$ cat config.mk
export PLATFORM = sky130hd
export DESIGN_NAME = wb_arbiter_flat
export DESIGN_NICKNAME = d
export VERILOG_FILES = /design/src/rtl/wb_arbiter_pkg.sv /design/src/rtl/wb_arbiter_if.sv /design/src/rtl/wb_arbiter_ll_fifo.sv /design/src/rtl/wb_arbiter.sv /design/src/flat_wrapper.sv
export VERILOG_INCLUDE_DIRS = /design/src /design/src/rtl
export SDC_FILE = /design/constraint.sdc
export NUM_CORES = 1
export LEC_CHECK = 0
export BUFFER_PORTS_ARGS = -buffer_cell sky130_fd_sc_hd__buf_2
export CAP_MARGIN = 20
export CORE_UTILIZATION = 40
export CTS_CLUSTER_SIZE = 40
export DETAILED_ROUTE_END_ITERATION = 10
export PLACE_DENSITY = 0.66
export SYNTH_ARGS = -nofsm -noshare
export SYNTH_HDL_FRONTEND = slang
export SYNTH_SLANG_ARGS = --single-unit
$ cat constraint.sdc
create_clock -name clk -period 2.85 [get_ports clk]
set_clock_uncertainty 0.2 [all_clocks]
set_input_delay 0.285 -clock clk [delete_from_list [all_inputs] [get_ports clk]]
set_output_delay 0.285 -clock clk [all_outputs]
set_load 0.05 [all_outputs]
$ cat src/rtl/rooth_defines.v
// Core-wide width macros plus writeback arbiter parameter defaults.
// Pure preprocessor content, guarded so any file may include it.
// WB_BYPASS_EN is not defined here; it is a build option for wb_arbiter.
`ifndef ROOTH_DEFINES_V
`define ROOTH_DEFINES_V

`define REG_ADDR_WIDTH  5
`define CPU_WIDTH       32

// wb_arbiter parameter defaults
`define WB_LL_DEPTH     2
`define WB_STARVE_LIMIT 4

`endif

$ cat src/rtl/wb_arbiter_pkg.sv
// Shared types and widths for the writeback arbiter.
// Latency: n/a (declarations only).
// Backpressure: n/a.
`include "rooth_defines.v"

package wb_arbiter_pkg;

    localparam int ADDR_W = `REG_ADDR_WIDTH;
    localparam int DATA_W = `CPU_WIDTH;
    localparam int NREG   = 1 << ADDR_W;

    // One buffered long-latency result
    typedef struct packed {
        logic [ADDR_W-1:0] addr;
        logic [DATA_W-1:0] data;
    } wb_ent_t;

    // Source chosen for the output register on a given edge
    typedef enum logic [1:0] {
        SEL_NONE = 2'd0,
        SEL_EX   = 2'd1,
        SEL_LL   = 2'd2
    } wb_sel_t;

endpackage

$ cat src/rtl/wb_arbiter_if.sv
// Bundle of all wb_arbiter handshake, hazard and register-file signals.
// Latency: n/a (wiring only); slave = arbiter side, master = core side.
// Backpressure: ll_valid_i/ll_ready_o on the LL path; EX path has none.
// WB_BYPASS_EN adds the rsX_fwd_vld_o / rsX_fwd_data_o signals.
`include "rooth_defines.v"

interface wb_arbiter_if;
    import wb_arbiter_pkg::*;

    logic              ex_wr_en_i;
    logic [ADDR_W-1:0] ex_wr_addr_i;
    logic [DATA_W-1:0] ex_wr_data_i;
    logic              ll_valid_i;
    logic              ll_ready_o;
    logic [ADDR_W-1:0] ll_addr_i;
    logic [DATA_W-1:0] ll_data_i;
    logic              issue_ll_i;
    logic [ADDR_W-1:0] issue_addr_i;
    logic [ADDR_W-1:0] rs1_addr_i;
    logic [ADDR_W-1:0] rs2_addr_i;
    logic              rs1_busy_o;
    logic              rs2_busy_o;
    logic              wb_stall_o;
    logic              reg_wr_en_o;
    logic [ADDR_W-1:0] reg_wr_adder_o;
    logic [DATA_W-1:0] reg_wr_data_o;
`ifdef WB_BYPASS_EN
    logic              rs1_fwd_vld_o;
    logic [DATA_W-1:0] rs1_fwd_data_o;
    logic              rs2_fwd_vld_o;
    logic [DATA_W-1:0] rs2_fwd_data_o;
`endif

    modport slave (
        input  ex_wr_en_i, ex_wr_addr_i, ex_wr_data_i,
        input  ll_valid_i, ll_addr_i, ll_data_i,
        input  issue_ll_i, issue_addr_i, rs1_addr_i, rs2_addr_i,
`ifdef WB_BYPASS_EN
        output rs1_fwd_vld_o, rs1_fwd_data_o, rs2_fwd_vld_o, rs2_fwd_data_o,
`endif
        output ll_ready_o, rs1_busy_o, rs2_busy_o, wb_stall_o,
        output reg_wr_en_o, reg_wr_adder_o, reg_wr_data_o
    );

    modport master (
        output ex_wr_en_i, ex_wr_addr_i, ex_wr_data_i,
        output ll_valid_i, ll_addr_i, ll_data_i,
        output issue_ll_i, issue_addr_i, rs1_addr_i, rs2_addr_i,
`ifdef WB_BYPASS_EN
        input  rs1_fwd_vld_o, rs1_fwd_data_o, rs2_fwd_vld_o, rs2_fwd_data_o,
`endif
        input  ll_ready_o, rs1_busy_o, rs2_busy_o, wb_stall_o,
        input  reg_wr_en_o, reg_wr_adder_o, reg_wr_data_o
    );

endinterface

$ cat src/rtl/wb_arbiter_ll_fifo.sv
// Buffer for long-latency {addr,data} results awaiting the register file write port.
// Latency: pushed entry is visible at pop_dat the cycle after the push edge.
// Backpressure: caller must not push when full or pop when empty; count feeds ready.
// Ports: clk, rst (async, active-high), push/push_dat, pop/pop_dat, full, empty, count.
`include "rooth_defines.v"

module wb_ll_fifo
    import wb_arbiter_pkg::*;
#(
    parameter int DEPTH = `WB_LL_DEPTH
) (
    input  logic                     clk,
    input  logic                     rst,
    input  logic                     push,
    input  wb_ent_t                  push_dat,
    input  logic                     pop,
    output wb_ent_t                  pop_dat,
    output logic                     full,
    output logic                     empty,
    output logic [$clog2(DEPTH):0]   count
);

    localparam int PW = $clog2(DEPTH);

    wb_ent_t     mem_q [DEPTH];
    logic [PW:0] wr_ptr_q, wr_ptr_d;
    logic [PW:0] rd_ptr_q, rd_ptr_d;

    always_comb begin
        wr_ptr_d = wr_ptr_q;
        rd_ptr_d = rd_ptr_q;
        if (push) wr_ptr_d = wr_ptr_q + 1'b1;
        if (pop)  rd_ptr_d = rd_ptr_q + 1'b1;
    end

    always_ff @(posedge clk or posedge rst) begin
        if (rst) begin
            wr_ptr_q <= '0;
            rd_ptr_q <= '0;
        end else begin
            wr_ptr_q <= wr_ptr_d;
            rd_ptr_q <= rd_ptr_d;
        end
    end

    // Storage is not reset; pointers alone define validity.
    always_ff @(posedge clk) begin
        if (push) mem_q[wr_ptr_q[PW-1:0]] <= push_dat;
    end

    // Extra pointer bit distinguishes full from empty.
    assign count   = wr_ptr_q - rd_ptr_q;
    assign empty   = (wr_ptr_q == rd_ptr_q);
    assign full    = (count == (PW+1)'(DEPTH));
    assign pop_dat = mem_q[rd_ptr_q[PW-1:0]];

endmodule

$ cat src/rtl/wb_arbiter.sv
// Writeback arbiter: merges EX and buffered long-latency results onto the single RF write port.
// Latency: 1 cycle to reg_wr_*; LL accepted at edge N reaches reg_wr_en_o at edge N+1.
// Backpressure: EX has none (wins always); LL via ll_ready_o, wb_stall_o asks core to idle EX.
// Ports: clk, rst (async, active-high), bus (wb_arbiter_if.slave).
// Build option WB_BYPASS_EN: adds rsX_fwd_* outputs and drops the output-register busy term.
`include "rooth_defines.v"

module wb_arbiter
    import wb_arbiter_pkg::*;
#(
    parameter int LL_DEPTH     = `WB_LL_DEPTH,
    parameter int STARVE_LIMIT = `WB_STARVE_LIMIT
) (
    input  logic          clk,
    input  logic          rst,
    wb_arbiter_if.slave   bus
);

    localparam int CNT_W = $clog2(STARVE_LIMIT + 1);

    wb_sel_t                  sel;
    logic                     ex_sel;
    logic                     fifo_push;
    logic                     fifo_pop;
    logic                     fifo_full;
    logic                     fifo_empty;
    logic [$clog2(LL_DEPTH):0] fifo_cnt;
    wb_ent_t                  fifo_in;
    wb_ent_t                  fifo_head;

    logic              wr_en_q,    wr_en_d;
    logic [ADDR_W-1:0] wr_addr_q,  wr_addr_d;
    logic [DATA_W-1:0] wr_data_q,  wr_data_d;
    logic              ll_ready_q, ll_ready_d;
    logic              stall_q,    stall_d;
    logic [CNT_W-1:0]  starve_q,   starve_d;
    logic [NREG-1:0]   pending_q,  pending_d;

    // EX to x0 is dropped, leaving the slot free for the FIFO.
    assign ex_sel    = bus.ex_wr_en_i && (bus.ex_wr_addr_i != '0);
    // LL to x0 completes the handshake but is never stored.
    assign fifo_push = bus.ll_valid_i && ll_ready_q && (bus.ll_addr_i != '0);
    assign fifo_in   = '{addr: bus.ll_addr_i, data: bus.ll_data_i};
    assign fifo_pop  = (sel == SEL_LL);

    wb_ll_fifo #(.DEPTH(LL_DEPTH)) u_ll_fifo (
        .clk      (clk),
        .rst      (rst),
        .push     (fifo_push),
        .push_dat (fifo_in),
        .pop      (fifo_pop),
        .pop_dat  (fifo_head),
        .full     (fifo_full),
        .empty    (fifo_empty),
        .count    (fifo_cnt)
    );

    always_comb begin
        sel       = SEL_NONE;
        wr_en_d   = 1'b0;
        wr_addr_d = wr_addr_q;
        wr_data_d = wr_data_q;
        if (ex_sel) begin
            sel       = SEL_EX;
            wr_en_d   = 1'b1;
            wr_addr_d = bus.ex_wr_addr_i;
            wr_data_d = bus.ex_wr_data_i;
        end else if (!fifo_empty) begin
            sel       = SEL_LL;
            wr_en_d   = 1'b1;
            wr_addr_d = fifo_head.addr;
            wr_data_d = fifo_head.data;
        end
    end

    // Ready is computed from occupancy after this edge, so a full FIFO refuses
    // a push even when it pops in the same cycle.
    always_comb begin
        ll_ready_d = (int'(fifo_cnt) + int'(fifo_push) - int'(fifo_pop)) < LL_DEPTH;
    end

    // Clear on pop first, then set, so a same-index set wins.
    always_comb begin
        pending_d = pending_q;
        if (fifo_pop) pending_d[fifo_head.addr] = 1'b0;
        if (bus.issue_ll_i && (bus.issue_addr_i != '0)) pending_d[bus.issue_addr_i] = 1'b1;
        pending_d[0] = 1'b0;
    end

    // Saturating wait counter for the FIFO head; EX keeps priority even while stalling.
    always_comb begin
        starve_d = starve_q;
        if (fifo_pop) begin
            starve_d = '0;
        end else if (!fifo_empty && (starve_q < CNT_W'(STARVE_LIMIT))) begin
            starve_d = starve_q + 1'b1;
        end
        stall_d = (starve_d >= CNT_W'(STARVE_LIMIT));
    end

    always_ff @(posedge clk or posedge rst) begin
        if (rst) begin
            wr_en_q    <= 1'b0;
            wr_addr_q  <= '0;
            wr_data_q  <= '0;
            ll_ready_q <= 1'b0;
            stall_q    <= 1'b0;
            starve_q   <= '0;
            pending_q  <= '0;
        end else begin
            wr_en_q    <= wr_en_d;
            wr_addr_q  <= wr_addr_d;
            wr_data_q  <= wr_data_d;
            ll_ready_q <= ll_ready_d;
            stall_q    <= stall_d;
            starve_q   <= starve_d;
            pending_q  <= pending_d;
        end
    end

    assign bus.reg_wr_en_o    = wr_en_q;
    assign bus.reg_wr_adder_o = wr_addr_q;
    assign bus.reg_wr_data_o  = wr_data_q;
    assign bus.ll_ready_o     = ll_ready_q;
    assign bus.wb_stall_o     = stall_q;

    // Output register holds a value the RF has not written yet.
    logic rs1_hit, rs2_hit;
    assign rs1_hit = wr_en_q && (wr_addr_q == bus.rs1_addr_i) && (bus.rs1_addr_i != '0);
    assign rs2_hit = wr_en_q && (wr_addr_q == bus.rs2_addr_i) && (bus.rs2_addr_i != '0);

`ifdef WB_BYPASS_EN
    assign bus.rs1_fwd_vld_o  = rs1_hit;
    assign bus.rs1_fwd_data_o = wr_data_q;
    assign bus.rs2_fwd_vld_o  = rs2_hit;
    assign bus.rs2_fwd_data_o = wr_data_q;
    assign bus.rs1_busy_o     = pending_q[bus.rs1_addr_i];
    assign bus.rs2_busy_o     = pending_q[bus.rs2_addr_i];
`else
    assign bus.rs1_busy_o     = pending_q[bus.rs1_addr_i] || rs1_hit;
    assign bus.rs2_busy_o     = pending_q[bus.rs2_addr_i] || rs2_hit;
`endif

endmodule

$ cat src/flat_wrapper.sv
// flat-port wrapper written by rule: the top's interface ports become plain ports
module wb_arbiter_flat import wb_arbiter_pkg::*;
#(
    parameter int LL_DEPTH     = `WB_LL_DEPTH,
    parameter int STARVE_LIMIT = `WB_STARVE_LIMIT
)
  (clk, rst, bus_ex_wr_en_i, bus_ex_wr_addr_i, bus_ex_wr_data_i, bus_ll_valid_i, bus_ll_addr_i, bus_ll_data_i, bus_issue_ll_i, bus_issue_addr_i, bus_rs1_addr_i, bus_rs2_addr_i, bus_ll_ready_o, bus_rs1_busy_o, bus_rs2_busy_o, bus_wb_stall_o, bus_reg_wr_en_o, bus_reg_wr_adder_o, bus_reg_wr_data_o);
  wb_arbiter_if bus_i ();
  input  logic clk;
  input  logic rst;
  input wire logic [$bits(bus_i.ex_wr_en_i)-1:0] bus_ex_wr_en_i;
  input wire logic [$bits(bus_i.ex_wr_addr_i)-1:0] bus_ex_wr_addr_i;
  input wire logic [$bits(bus_i.ex_wr_data_i)-1:0] bus_ex_wr_data_i;
  input wire logic [$bits(bus_i.ll_valid_i)-1:0] bus_ll_valid_i;
  input wire logic [$bits(bus_i.ll_addr_i)-1:0] bus_ll_addr_i;
  input wire logic [$bits(bus_i.ll_data_i)-1:0] bus_ll_data_i;
  input wire logic [$bits(bus_i.issue_ll_i)-1:0] bus_issue_ll_i;
  input wire logic [$bits(bus_i.issue_addr_i)-1:0] bus_issue_addr_i;
  input wire logic [$bits(bus_i.rs1_addr_i)-1:0] bus_rs1_addr_i;
  input wire logic [$bits(bus_i.rs2_addr_i)-1:0] bus_rs2_addr_i;
  output wire logic [$bits(bus_i.ll_ready_o)-1:0] bus_ll_ready_o;
  output wire logic [$bits(bus_i.rs1_busy_o)-1:0] bus_rs1_busy_o;
  output wire logic [$bits(bus_i.rs2_busy_o)-1:0] bus_rs2_busy_o;
  output wire logic [$bits(bus_i.wb_stall_o)-1:0] bus_wb_stall_o;
  output wire logic [$bits(bus_i.reg_wr_en_o)-1:0] bus_reg_wr_en_o;
  output wire logic [$bits(bus_i.reg_wr_adder_o)-1:0] bus_reg_wr_adder_o;
  output wire logic [$bits(bus_i.reg_wr_data_o)-1:0] bus_reg_wr_data_o;
  assign bus_i.ex_wr_en_i = bus_ex_wr_en_i;
  assign bus_i.ex_wr_addr_i = bus_ex_wr_addr_i;
  assign bus_i.ex_wr_data_i = bus_ex_wr_data_i;
  assign bus_i.ll_valid_i = bus_ll_valid_i;
  assign bus_i.ll_addr_i = bus_ll_addr_i;
  assign bus_i.ll_data_i = bus_ll_data_i;
  assign bus_i.issue_ll_i = bus_issue_ll_i;
  assign bus_i.issue_addr_i = bus_issue_addr_i;
  assign bus_i.rs1_addr_i = bus_rs1_addr_i;
  assign bus_i.rs2_addr_i = bus_rs2_addr_i;
  assign bus_ll_ready_o = bus_i.ll_ready_o;
  assign bus_rs1_busy_o = bus_i.rs1_busy_o;
  assign bus_rs2_busy_o = bus_i.rs2_busy_o;
  assign bus_wb_stall_o = bus_i.wb_stall_o;
  assign bus_reg_wr_en_o = bus_i.reg_wr_en_o;
  assign bus_reg_wr_adder_o = bus_i.reg_wr_adder_o;
  assign bus_reg_wr_data_o = bus_i.reg_wr_data_o;
  wb_arbiter #(.LL_DEPTH(LL_DEPTH), .STARVE_LIMIT(STARVE_LIMIT)) u_core (.clk(clk), .rst(rst), .bus(bus_i));
endmodule
# Yosys cells after proc, flatten, opt, wreduce, memory -nomap -nowiden
# Memories as Yosys holds them, arrays and structs flattened.
# Cells that the tools add are included.
# word_totals
wordCells	74
output_inout_bits	42
inputBits	94
reg_bits	78
mem_count	1
ramBits	74
# classes
n_bitwise	3
muxes	22
reduce_logical	19
n_addsub	6
eq_ne	5
order_cmp	9
# memory_table
memory	depth	width	read_ports	rd_clocked_by_memory_dff	wr	line	source
u_core.u_ll_fifo.mem_q	2	37	1	0	1	wb_arbiter_ll_fifo.sv:25	wb_ent_t mem_q [DEPTH];
# ops
operator	count
two-way mux 32 bit	4
AND 32 bit	1
< comparator 32 x 3 -> 1 bit (second input constant)	1
inverter 32 bit	1
OR 32 bit	1
subtractor 32 x 2 -> 32 bit	1
nonzero test 5 bit	5
< comparator 5 x 6 -> 1 bit (second input constant)	4
logical AND 1 bit	11
binary-select mux 1 bit (select 5 bit)	2
demux 1 bit (select 5 bit)	2
equality test 5 bit	2
greater-or-equal comparator 5 x 1 -> 1 bit (second input constant)	2
two-way mux 5 bit	2
two-way mux 1 bit	8
two-way mux 3 bit	2
adder 2 x 1 -> 2 bit (second input constant)	2
two-way mux 2 bit	2
adder 2 x 1 -> 3 bit	1
adder 3 x 1 -> 3 bit (second input constant)	1
greater-or-equal comparator 3 bit (second input constant)	1
< comparator 3 bit (second input constant)	1
equality test 2 bit	1
equality test 2 bit (second input constant)	1
4 further kinds	5

# Longest topological paths before layout
# An unclocked memory read counts as a cell.
# logic_depth
ltp_word	10
ltp_mapped	9
mapped_depth_nobuf	9

# Modules after synthesis
# Synthesis repeated with hierarchy kept, for this count alone.
# hier_totals
cells_unflattened	543
area_unflattened_um2	6950.4
# by_module_without_submodules
module	cells_each	n_inst	seq_area_each_um2	area_each_um2
wb_arbiter	409	1	1826.8	4030.1
wb_ll_fifo	134	1	2322.2	2920.3

# Least setup slack after synthesis
# Ideal clock, no wire load.
# synth_timing
path_kind	reg-to-output
startpoint	register u_core.wr_addr_q[3], in the netlist u_core.bus.reg_wr_adder_o[3]
endpoint	output port bus_rs1_busy_o
path_stages_with_launch	5
setup_slack_ns	-0.080
arrival_time_ns	2.445
required_time_ns	2.365
path_buffers	0
cell_sequence	dfrtp_1 -> xor2_1 -> nor3_1 -> o2111ai_1 -> o32ai_1
# synth_via
elab_chain_cells	4
# synth_rtl
element	line	source
from (decl)	wb_arbiter.sv:32	logic [ADDR_W-1:0] wr_addr_q, wr_addr_d;
from (signal assigned)	wb_arbiter.sv:112	wr_addr_q <= wr_addr_d;
equality test 5 bit	wb_arbiter.sv:129	assign rs1_hit = wr_en_q && (wr_addr_q == bus.rs1_addr_i) && (bus.rs1_addr_i != '0);
logical AND 1 bit (2 in a row)	wb_arbiter.sv:129	
logical OR 1 bit	wb_arbiter.sv:140	assign bus.rs1_busy_o = pending_q[bus.rs1_addr_i] || rs1_hit;
to (decl)	flat_wrapper.sv:22	output wire logic [$bits(bus_i.rs1_busy_o)-1:0] bus_rs1_busy_o;
# Every way passes these cells.

# Worst setup path after layout
# layout_timing
startpoint	register u_core.pending_q[14]
endpoint	output port bus_rs1_busy_o
# layout_via
elab_chain_cells	3
# layout_rtl
element	line	source
from (decl)	wb_arbiter.sv:37	logic [NREG-1:0] pending_q, pending_d;
from (signal assigned)	wb_arbiter.sv:117	pending_q <= pending_d;
binary-select mux 1 bit (select 5 bit)	wb_arbiter.sv:140	
two-way mux 1 bit (implied by the code)	wb_arbiter.sv:140	
logical OR 1 bit	wb_arbiter.sv:140	
# Every way passes these cells. The select of a mux whose other input is x is not followed.

==> flow_summary_export.csv <==
group,metric,value,unit
status,status,"finished clean",
yosys,yosys_warnings,0,
yosys,synth-edff-count,74,
timing,tightest_slew,0.979,ns
placed_design,io_buffers,135,
yosys,avgSynthCellArea,11.9,µm²
final_layout,fill_cells,1416,
drt,vias,5436,
clock_tree,numCtsBuffers,17,
clock_tree,cts_sinks,151,
global_route,grt_pass1_wl,27.7,mm
drt,drc,0,
final_layout,design_area,9120,µm²
yosys,synthDistinctLibCells,46,
worst_setup_path,path_class,"reg2out",
timing,relSlewSlack,34.8,%
drt,routed_wl,17.0,mm
timing,fin_tns_setup,0,ns
yosys,synth_common_cells,"o21ai_0, dfrtp_1, edfxtp_1",
drt,drt_iter0_drc,374,
yosys,synthArstFlopShare,51.0,%
placed_design,hpwlAfterDp,11.2,mm
worst_setup_path,worst_path_max_delay_cell,"mux4_2",
timing,setup_violations,0,
clock_tree,cts_tree,"built",
timing,fmax,370,MHz
timing,layout_worst_path_cycle_share,94.9,%
placed_design,place_inst,909,
final_layout,antenna_cells,0,
timing,rsz0062_at_grt,"no",
final_layout,drive_above_1_share,25.7,%
floorplanning,start_util,41.0,%
global_route,grt_use_total,20.3,%
timing,slew_viol_final,0,
floorplanning,io_pins,136,
yosys,synth_ff_type,"dfrtp_1",
worst_setup_path,worstPathMaxFanout,3,
worst_setup_path,cp.arrival,2.22,ns
drt,wire_per_inst,16.7,µm
placed_design,place.gp.congestion,0.887,
yosys,synth_top_area_share,32.7,%
run,drv_cap,0,
clock_tree,path_clk_slew,0.06,ns
clock_tree,cts_buffer_depth,2,
final_layout,fin_cells,1021,
worst_setup_path,critPathMaxStageDelay,0.48,ns
worst_setup_path,start_kind,"register",
floorplanning,chipHeight,132,µm
timing,hold_viol,0,
yosys,synth_nets,675,
yosys,netlist_instances,573,
power_and_ir_drop,power_density,1100,nW/µm²
final_layout,area_growth,34.0,%
power_and_ir_drop,peakVddDrop,0.776,mV
global_route,grt_max_degree,65,
yosys,synth_most_common_cell,"o21ai_0",
power_and_ir_drop,leakagePower,0.00382,µW
global_route,grt_overflow,0,
floorplanning,die_area,17500,µm²
yosys,ys_ff_latch,151,
floorplanning,rows,47,
drt,drt_pass1_iterations,5,
worst_setup_path,cp_data_required_time,2.37,ns
global_route,grt_pass1_vias,5514,
worst_setup_path,endpoint_kind,"output port",
clock_tree,cts-htree-levels,4,
clock_tree,clkLatencyLatePin,0.41,ns
worst_setup_path,path_delay_family,"compound AO/OA/AOI/OAI gates",
timing,min_period,2.70,ns
final_layout,nets,890,
final_layout,regArea,4150,µm²
worst_setup_path,crit_path_cell_trace,"mux4_2 -> o22a_1 -> a31oi_1 -> o31a_1 -> o32ai_2 -> buf_2",
yosys,synth_area_leaders,"edfxtp_1, dfrtp_1, o21ai_0, mux2i_1, mux4_2",
floorplanning,die_w,132,µm
global_route,antenna_found_initial,0,
clock_tree,clock-root-buffer,"clkbuf_16",
floorplanning,core,16600,µm²
yosys,yosysSeqAreaShare,61.0,%
yosys,syn-cell-area,6810,µm²
drt,routed_via_density,5.32,
final_layout,multiInputGateArea,2500,µm²
min_path,hp-class,"in2reg",
timing,hold_slack,0.0744,ns
power_and_ir_drop,p_total,10000,µW
clock_tree,post-cts-setup-buffers,0,
worst_setup_path,cp_num_buf_inv,1,
placed_design,placedInstanceArea,7720,µm²
yosys,synth_area_leader_cell,"edfxtp_1",
drt,postRouteAntennaNets,0,
what timing repair did:
item | in CTS | in global routing
hold endpoints to repair | 140 | 0
resized for setup | 0 | 1
endpoints found under the setup margin | 0 | 1
hold buffers | 80 | 0
worst reg2reg max path: stages, from the launching register on:
cell	delay, ns
dfrtp_2	0.50
ha_1	0.34
inv_1	0.05
ha_1	0.29
nor2_1	0.20
inv_1	0.09
fa_1	0.36
o2bb2ai_1	0.14
registers in the layout (all words and copies together), names as in the netlist:
| signal | count |
|---|---|
| u_core.bus.reg_wr_adder_o | 5 |
| u_core.pending_q | 31 |
| u_core.bus.reg_wr_en_o | 1 |
| u_core.u_ll_fifo.rd_ptr_q | 2 |
| u_core.u_ll_fifo.mem_q | 74 |
| u_core.u_ll_fifo.wr_ptr_q | 2 |
| u_core.bus.ll_ready_o | 1 |
| u_core.bus.reg_wr_data_o | 32 |
| u_core.starve_q | 2 |
| u_core.bus.wb_stall_o | 1 |
final cells by class:
type	count	share of cell area, %
clock buffer	24	5.39
clock inverter	8	1.06
inverter	11	0.466
multi-input combinational	381	27.5
sequential	151	45.5
tap	220	3.02
timing repair buffer	226	17.1
layer usage:
layer  routed length [µm]  GRT usage, %  vias to the layer above
met4                  414          8.05                        0
met3                  874          4.67                       34
met5                    0             0                        -
li1                     -             -                     2520
met2                 8450          34.5                      196
met1                 7260          25.0                     2686
placed cells by master, fill, tap and decap left out, types with 4 or more instances in the layout:
master | Yosys | final
nand3b_1 | 8 | 8
nand2_1 | 59 | 59
nor3_1 | 4 | 4
buf_4 | 0 | 11
edfxtp_1 | 74 | 74
dlygate4sd3_1 | 0 | 80
xnor2_1 | 7 | 7
a21oi_1 | 40 | 40
dfrtp_1 | 77 | 76
nand4_1 | 4 | 4
o21ai_1 | 12 | 12
clkbuf_16 | 0 | 17
o21ai_0 | 89 | 89
nor2_1 | 43 | 43
inv_1 | 11 | 10
mux4_2 | 12 | 12
clkinv_2 | 0 | 5
buf_2 | 8 | 135
ha_1 | 7 | 7
mux2i_1 | 42 | 42
mux2_2 | 6 | 6
nand3_1 | 6 | 6
xor2_1 | 7 | 7
clkbuf_8 | 0 | 4
kinds of logic (layout without fill, tap and decap cells):
kind of cell,Yosys count,after routing,synth area share [%]
simple gates,141,141,9.52
buf+inv,41,269,2.52
fa+ha+maj,8,8,1.58
compound gates,158,158,12.5
flops,151,151,61.0
xor+xnor,14,14,1.80
mux,60,60,11.1
metrics by stage:
step / util (%) / setup WS (ns)
final: 55.0 / 0.146
after global placement: 46.6 / 0.318
after global routing: 55.0 / 0.0875
after detailed placement: 46.6 / 0.258
after floorplan: - / 0.0345
after CTS: 54.9 / 0.142
worst paths after layout:
check                      depth (start not counted)  slack, ns                           end                         start
max                                                6       0.15                bus_rs1_busy_o          u_core.pending_q[14]
min                                                3       0.07          u_core.pending_q[16]           bus_issue_addr_i[4]
max reg2reg                                        7       0.61         u_core.bus.ll_ready_o  u_core.u_ll_fifo.rd_ptr_q[0]
min reg2reg                                        1       0.29  u_core.u_ll_fifo.wr_ptr_q[1]  u_core.u_ll_fifo.wr_ptr_q[1]
max in group asynchronous                          4       1.48  u_core.bus.reg_wr_data_o[21]                           rst
min in group asynchronous                          3       0.24         u_core.bus.ll_ready_o                           rst
power breakdown:
| group | total, µW | internal, µW | switching, µW |
|---|---|---|---|
| registers | 3570 | 3060 | 510 |
| logic | 4260 | 1430 | 2830 |
| clock network | 2200 | 1380 | 826 |
| total | 10000 | 5860 | 4170 |
Power figures use the tool's default switching activity.
